`src/rtl/wb_pkg.sv`:
```
// rtl/wb_pkg.sv - shared FSM encoding and width constants for the wishbone data slave.
package wb_pkg;
    localparam int SEL_W = 4;
    localparam int CNT_W = 4;

    typedef enum logic [1:0] {
        IDLE = 2'd0,
        WAIT = 2'd1,
        ACK  = 2'd2
    } state_t;
endpackage

```
`src/rtl/wb_slave_ram.sv`:
```
// rtl/wb_slave_ram.sv - DEPTH x DW storage, byte-enabled synchronous write, registered synchronous read.
module wb_slave_ram
    import wb_pkg::*;
#(
    parameter int DW    = 32,
    parameter int DEPTH = 64,
    parameter int AW    = 6
) (
    input  logic             clk,
    input  logic             reset,
    input  logic             we,
    input  logic             re,
    input  logic [AW-1:0]    addr,
    input  logic [SEL_W-1:0] be,
    input  logic [DW-1:0]    wdata,
    output logic [DW-1:0]    rdata
);
    logic [DW-1:0] mem [DEPTH];

    // Contents survive reset; only the read register is cleared.
    always_ff @(posedge clk) begin
        if (we) begin
            for (int b = 0; b < SEL_W; b++) begin
                if (be[b]) begin
                    mem[addr][8*b +: 8] <= wdata[8*b +: 8];
                end
            end
        end
    end

    always_ff @(posedge clk or posedge reset) begin
        if (reset) begin
            rdata <= '0;
        end else if (re) begin
            rdata <= mem[addr];
        end
    end
endmodule

```
`src/rtl/wb_data_slave.sv`:
```
// rtl/wb_data_slave.sv - Wishbone classic single-transfer slave with WAIT_STATES latency over a byte-lane RAM.
// Optional WB_SLAVE_ERR_EN: out-of-range addresses terminate with ERR_O instead of wrapping.
module wb_data_slave
    import wb_pkg::*;
#(
    parameter int DATA_LENGTH = 32,
    parameter int ADDR_WIDTH  = 8,
    parameter int DEPTH       = 64,
    parameter int WAIT_STATES = 1
) (
    input  logic                   clk,
    input  logic                   reset,
    input  logic                   CYC_I,
    input  logic                   STB_I,
    input  logic                   WE_I,
    input  logic [ADDR_WIDTH-1:0]  ADR_I,
    input  logic [SEL_W-1:0]       SEL_I,
    input  logic [DATA_LENGTH-1:0] DAT_I,
    output logic [DATA_LENGTH-1:0] DAT_O,
    output logic                   ACK_O,
    output logic                   ERR_O
);
    localparam int RAM_AW = (DEPTH > 1) ? $clog2(DEPTH) : 1;

    state_t                 state;
    logic [CNT_W-1:0]       cnt;
    logic [RAM_AW-1:0]      adr_q;
    logic                   we_q;
    logic [SEL_W-1:0]       sel_q;
    logic [DATA_LENGTH-1:0] dat_q;
    logic                   oor_q;
    logic                   err_q;

    logic                   req;
    logic                   oor_in;
    logic                   fire;
    logic [RAM_AW-1:0]      t_adr;
    logic                   t_we;
    logic [SEL_W-1:0]       t_sel;
    logic [DATA_LENGTH-1:0] t_dat;
    logic                   t_oor;
    logic                   ram_we;
    logic                   ram_re;

    assign req = CYC_I & STB_I;

`ifdef WB_SLAVE_ERR_EN
    assign oor_in = ({1'b0, ADR_I} >= (ADDR_WIDTH+1)'(DEPTH));
    assign ERR_O  = err_q;
`else
    logic unused_sig;
    assign oor_in     = 1'b0;
    assign ERR_O      = 1'b0;
    assign unused_sig = ^{err_q, ADR_I};
`endif

    // With zero wait states the memory is accessed on the sampling edge itself,
    // so the request fields come straight from the bus rather than the latches.
    always_comb begin
        t_adr = adr_q;
        t_we  = we_q;
        t_sel = sel_q;
        t_dat = dat_q;
        t_oor = oor_q;
        if (state == IDLE) begin
            t_adr = ADR_I[RAM_AW-1:0];
            t_we  = WE_I;
            t_sel = SEL_I;
            t_dat = DAT_I;
            t_oor = oor_in;
        end
    end

    assign fire   = ((state == IDLE) && req && (WAIT_STATES == 0)) ||
                    ((state == WAIT) && CYC_I && (cnt == '0));
    assign ram_we = !reset && fire && t_we && !t_oor;
    assign ram_re = !reset && fire && !t_we && !t_oor;

    always_ff @(posedge clk or posedge reset) begin
        if (reset) begin
            state <= IDLE;
            cnt   <= '0;
            adr_q <= '0;
            we_q  <= 1'b0;
            sel_q <= '0;
            dat_q <= '0;
            oor_q <= 1'b0;
            ACK_O <= 1'b0;
            err_q <= 1'b0;
        end else begin
            ACK_O <= 1'b0;
            err_q <= 1'b0;
            case (state)
                IDLE: begin
                    if (req) begin
                        adr_q <= ADR_I[RAM_AW-1:0];
                        we_q  <= WE_I;
                        sel_q <= SEL_I;
                        dat_q <= DAT_I;
                        oor_q <= oor_in;
                        if (WAIT_STATES == 0) begin
                            state <= ACK;
                            ACK_O <= !oor_in;
                            err_q <= oor_in;
                        end else begin
                            state <= WAIT;
                            cnt   <= CNT_W'(WAIT_STATES - 1);
                        end
                    end
                end
                WAIT: begin
                    if (!CYC_I) begin
                        state <= IDLE;
                        cnt   <= '0;
                    end else if (cnt == '0) begin
                        state <= ACK;
                        ACK_O <= !oor_q;
                        err_q <= oor_q;
                    end else begin
                        cnt <= cnt - 1'b1;
                    end
                end
                ACK:     state <= IDLE;
                default: state <= IDLE;
            endcase
        end
    end

    wb_slave_ram #(
        .DW    (DATA_LENGTH),
        .DEPTH (DEPTH),
        .AW    (RAM_AW)
    ) u_ram (
        .clk   (clk),
        .reset (reset),
        .we    (ram_we),
        .re    (ram_re),
        .addr  (t_adr),
        .be    (t_sel),
        .wdata (t_dat),
        .rdata (DAT_O)
    );
endmodule

```
`config.mk`:
```
export PLATFORM = sky130hd
export DESIGN_NAME = wb_data_slave
export DESIGN_NICKNAME = d
export VERILOG_FILES = /design/src/rtl/wb_pkg.sv /design/src/rtl/wb_slave_ram.sv /design/src/rtl/wb_data_slave.sv
export SDC_FILE = /design/constraint.sdc
export NUM_CORES = 2
export LEC_CHECK = 0
export ABC_AREA = 1
export BUFFER_PORTS_ARGS = -buffer_cell sky130_fd_sc_hd__buf_4
export CORE_ASPECT_RATIO = 0.5
export CORE_MARGIN = 1.5
export CORE_UTILIZATION = 46
export DETAILED_ROUTE_END_ITERATION = 8
export GPL_TIMING_DRIVEN = 1
export PLACE_DENSITY = 0.57
export SLEW_MARGIN = 30
export SYNTH_ARGS = -nofsm -noshare
export SYNTH_HDL_FRONTEND = slang
export SYNTH_SLANG_ARGS = --single-unit
```
`constraint.sdc`:
```
create_clock -name clk -period 6.1 [get_ports clk]
set_input_delay 1.83 -clock clk [delete_from_list [all_inputs] [get_ports clk]]
set_output_delay 1.83 -clock clk [all_outputs]
set_load 0.01 [all_outputs]
```
# After elaboration in Yosys (flattened, before gate mapping)
# Memory sizes are Yosys's and may differ from the RTL's. A register that Yosys moved wholly into a read port is not among the register bits.
# Index checks and enable logic that the tools add are counted.
# totals
regBits,50
mem_bits_rw,2048
input_bits,49
output_inout_bits,34
wordCells,54
mem_count,1
# memory_table
memory,words,width,read_ports,rd_clocked_by_memory_dff,write_ports,line,text
u_ram.mem,64,32,1,1,1,wb_slave_ram.sv:18,logic [DW-1:0] mem [DEPTH];
# classes
n_addsub,1
n_eq_ne,4
n_mux,27
bitwise,1
n_reduce_logical,13
# ops
cell,n
32-bit 2-to-1 mux,1
1-bit 2-to-1 mux,16
4-bit 2-to-1 mux,4
4-bit case mux with 2 select lines,1
2-bit 2-to-1 mux,3
6-bit 2-to-1 mux,1
1-bit logical AND,5
4-bit logical NOT,1
2-bit case mux with 2 select lines,1
2-bit AND reduction,2
"4-bit by 1-bit subtractor with 4-bit output, second input constant",1
"3-bit by 2-bit inequality test with 1-bit output, second input constant",1
"3-bit inequality test, second input constant",1
3-bit AND reduction,1
"2-bit by 1-bit equality test with 1-bit output, second input constant",1
1-bit logical NOT,2
2-bit logical NOT,1
"2-bit inequality test, second input constant",1
2-bit nonzero test,1
1-bit bitwise AND,1

# Depth between registers and ports, before layout
# logic_depth
ltp_word,7
depth_mapped,16
mapped_depth_nobuf,13

# Modules after synthesis
# Synthesis repeated with hierarchy kept, for this count alone.
# unflattened
cells_unflattened,9179
area_unflattened_um2,90793.3
# by_module_without_submodules
mod,n_inst,cells_per_inst,area_per_inst_um2,seq_area_each_um2
wb_slave_ram,1,8848,88234.6,62299.8
wb_data_slave,1,331,2558.7,1251.2

# Least setup slack after synthesis
# OpenSTA, ideal clock, no wires.
# synth_path
kind,input -> register
startpoint,input port reset
endpoint,"memory u_ram.mem[16][0], enable pin"
setup_ns,0.370
arrival_ns,4.896
required_time_ns,5.730
slack_ns,0.834
stages,6
n_path_buf,1
path_cell_list,inv_1 > nand2_1 > nor2_2 > o211ai_1 > clkbuf_1 > nor2_1
# synth_between
elab_chain_len,5
# synth_lines
element,line,text
"start, declared",wb_data_slave.sv:12,"input logic reset,"
1-bit logical NOT (no source line),-,
1-bit logical AND (2 in a row),wb_data_slave.sv:76,assign ram_we = !reset && fire && t_we && !t_oor;
1-bit 2-to-1 mux,wb_slave_ram.sv:22,if (we) begin
1-bit 2-to-1 mux (not written as such),wb_slave_ram.sv:25,mem[addr][8*b +: 8] <= wdata[8*b +: 8];
"end, declared",wb_slave_ram.sv:18,
# Every way passes these cells.

# Worst setup path after layout
# layout_path
startpoint,input port ADR_I[5]
endpoint,"memory u_ram.mem[29][13], enable pin"
# layout_between
elab_chain_len,1
# layout_lines
element,line,text
"start, declared",wb_data_slave.sv:16,"input logic [ADDR_WIDTH-1:0] ADR_I,"
6-bit 2-to-1 mux,wb_data_slave.sv:65,if (state == IDLE) begin
# Every way passes these cells.

==> summary.md <==
| Metric | Value |
|---|---|
| Hold_buf cts | 0 |
| CP Class | input port to register |
| Worst EP arrival | ~5000 ps |
| Total CTS buffers | 199 |
| Worst Path Required | between 6000 and 7000 ps |
| Top FF cell, synth | edfxtp_1 |
| Post-synthesis sequential area ratio | 0.693 |
| PostCTS Resize Cnt | 0 |
| Post-Layout Cell Count | ~12,000 |
| Max_slew headroom | 0.300 |
| # Max-Cap Violations | 0 |
| Row count | 115 |
| Crit path time final | 4670 ps |
| Cell area power density | between 300 and 400 nW/um2 |
| Leak | roughly 43 nW |
| Setup violations, final | 0 |
| YS warnings | 0 |
| RSZ-0062 raised after global routing | no |
| Vias in the first global route | about 54,000 |
| Starting density of the core | 0.465 |
| Area Overhead vs Synth | 11.0% |
| Final worst clock skew | 36.8 ps |
| Async SR Flop Fraction | 0.0385 |
| Worst setup SP type | input port |
| Post-DRT Antenna Nets | 0 |
| Reg clk slew, reported paths | ~60 ps |
| Die area | 202,000 um2 |
| Critical Path Max Stage Delay | between 900 and 1000 ps |
| CTS Sinks | approximately 2,100 |
| Mean routed wirelength per cell | about 22 um |
| Final worst slack | around 1400 ps |
| Share of layout cells above drive strength 1 | 0.0712 |
| Fill cells | approximately 17,000 |
| Synthesized Nets | roughly 8,800 |
| Bufs and invs on worst path | 3 |
| Synth top area share | 0.670 |
| H-tree Lvls | 4 |
| Clk buf depth | 4 |
| Core area | 197,000 um2 |
| DRC | 0 |
| CP top delay family | simple AND/OR/NAND/NOR gates |
| Worst-Skew Late Latency | 860 ps |
| # IOs | 83 |
| Post-CTS setup buffers | 0 |
| Count leader, synth | nand2_1 |
| Worst path cell trace | buf_4 > inv_1 > nand2_1 > o21ai_2 > inv_2 > nor3_4 > nand2_1 > nor2_1 |
| CTS tree | built |
| Synth top area cells | edfxtp_1 (67%), nand2_1 (10%), inv_1 (7.3%), nand3_1 (3.8%), o211ai_1 (2.9%) |
| Number of port buffers | ~80 |
| Dpl cells | approximately 11,000 |
| TritonRoute pass-1 iters | 7 |
| Overall routed net length | approximately 250,000 um |
| Worst setup EP type | register |
| First-pass GRT wire length | roughly 360,000 um |
| Gr ovfl total | 0 |
| Fmax achieved | between 0.2 and 0.25 GHz |
| Pins Over Slew Limit | 0 |
| Hold Path Class | register to register |
| Chip width | roughly 630 um |
| Yosys reg bits | about 2,100 |
| Crit-path slowest cell | nor2_1 |
| Crit share post-route | 0.766 |
| Post-synth EDFFs | between 2,000 and 2,500 |
| Root Driver | clkbuf_16 |
| Final setup TNS | 0 ps |
| Routability cong. | around 0.84 |
| Peak VDD IR | ~0.29 mV |
| Vias/cell | around 5 |
| CP dominant cell by count | nand2_1 |
| Synth Cell Area | ~90,000 um2 |
| # nets final | around 9,000 |
| Die height | roughly 320 um |
| Mean Syn Cell Area | between 10 and 15 um2 |
| Worst-path maximum fanout | 14 |
| Hold Violations, Final | 0 |
| Worst slack, placed | 674 ps |
| Post-synth top area cell | edfxtp_1 |
| Largest net degree at the start of global routing | ~180 |
| Synthesized instance count | ~8,700 |
| Gr usage total | 0.249 |
| Antenna violations before repair | 17 |
| Post-detail-place hpwl | approximately 160,000 um |
| Routed vias | 58,400 |
| Outcome | finished, final reports clean |
| Post-synthesis cell type count | 32 |
| Worst Tran Pin Value | ~1000 ps |
| DR iter-0 viols | 5,994 |
| Top cell types by occurrence after synthesis | nand2_1 (2,466), edfxtp_1 (2,048), inv_1 (1,784) |
==> registers in the layout, summed over array words and instances (netlist names) <==
name,count
ACK_O,1
adr_q,6
cnt,4
dat_q,32
sel_q,4
state,2
u_ram.mem,2048
u_ram.rdata,32
we_q,1
==> cell usage in the layout (no fill, tap or decap), types with 2 or more instances in the layout <==
| cell | instances |
|---|---|
| a21oi_1 | 7 |
| buf_12 | 27 |
| buf_16 | 6 |
| buf_4 | 236 |
| bufinv_16 | 8 |
| clkbuf_1 | 53 |
| clkbuf_16 | 205 |
| clkbuf_8 | 5 |
| clkinv_1 | 47 |
| clkinv_2 | 41 |
| dfrtp_1 | 82 |
| diode_2 | 12 |
| edfxtp_1 | 2048 |
| inv_1 | 1783 |
| inv_2 | 9 |
| nand2_1 | 2464 |
| nand2_2 | 5 |
| nand2_8 | 2 |
| nand3_1 | 702 |
| nand4_1 | 25 |
| nor2_1 | 541 |
| nor2_2 | 2 |
| nor2_4 | 13 |
| nor3_1 | 2 |
| nor3_2 | 4 |
| nor3_4 | 2 |
| o211ai_1 | 352 |
| o21ai_0 | 63 |
| o21ai_1 | 136 |
| o21ai_4 | 34 |
| or2_2 | 31 |
==> logic make-up after synthesis <==
| family | count (synthesis) | share of synthesized area |
|---|---|---|
| and+or+nand+nor | 3798 | 0.168 |
| buffers and inverters | 2208 | 0.0967 |
| DFF | 2130 | 0.693 |
| AOI/OAI and AO/OA | 594 | 0.0423 |
| adders and majority gates | 1 | 0.000136 |
| other | 1 | 0.0000409 |
==> stage by stage <==
| step | utilization | instance area, um2 | hold WS [ps] | power (mW) |
|---|---|---|---|---|
| CTS | 0.516 | 102000 | 486 | 40.6 |
| detailed placement | 0.485 | 95800 | 472 | 28.8 |
| floorplan | - | 91800 | 452 | 24.6 |
| finish | 0.516 | 102000 | 481 | 40.5 |
| global placement | 0.485 | 95700 | 466 | 28.7 |
| global route | 0.516 | 102000 | 502 | 42.2 |
==> final cells by class <==
type	count	area (um2)	share of cell area
sequential	2130	63600	0.624
multi-input combinational	4394	19800	0.194
inverter	1794	6740	0.0661
clock buffer	263	5400	0.0530
tap	2632	3290	0.0323
timing repair buffer	269	2480	0.0243
clock inverter	96	627	0.00615
antenna	12	30.0	0.000295
==> routing by layer <==
metal	wire, um	up-vias	global-route usage
li1	-	28200	-
met1	114000	28000	0.366
met2	110000	1848	0.372
met3	21500	367	0.0573
met4	6720	8	0.0697
met5	57	-	0.00757
==> power by group <==
| group | total, mW | internal [mW] | switching (mW) |
|---|---|---|---|
| sequential | 17.7 | 17.5 | 0.137 |
| clock | 11.9 | 6.53 | 5.38 |
| combinational | 10.9 | 2.60 | 8.31 |
==> worst register-to-register path, cell delays in order (launching register included) <==
cell	delay (ps)
dfrtp_1	480
nor2_8	500
nand2_1	140
o21ai_2	330
inv_2	190
nor3_4	710
nand2_1	860
nor2_1	930
==> final timing paths <==
path	start	endpoint	slack (ps)	cells after the start
setup / recovery	ADR_I[5]	u_ram.mem[29][13]	1430	8
hold / removal	cnt[1]	cnt[1]	480	2
setup reg to reg	state[1]	u_ram.mem[29][13]	1580	7
hold reg to reg	cnt[1]	cnt[1]	480	2
max in group asynchronous	reset	u_ram.rdata[10]	3500	4
min in group asynchronous	reset	ACK_O	1270	3
Power figures use the tool's default switching activity.
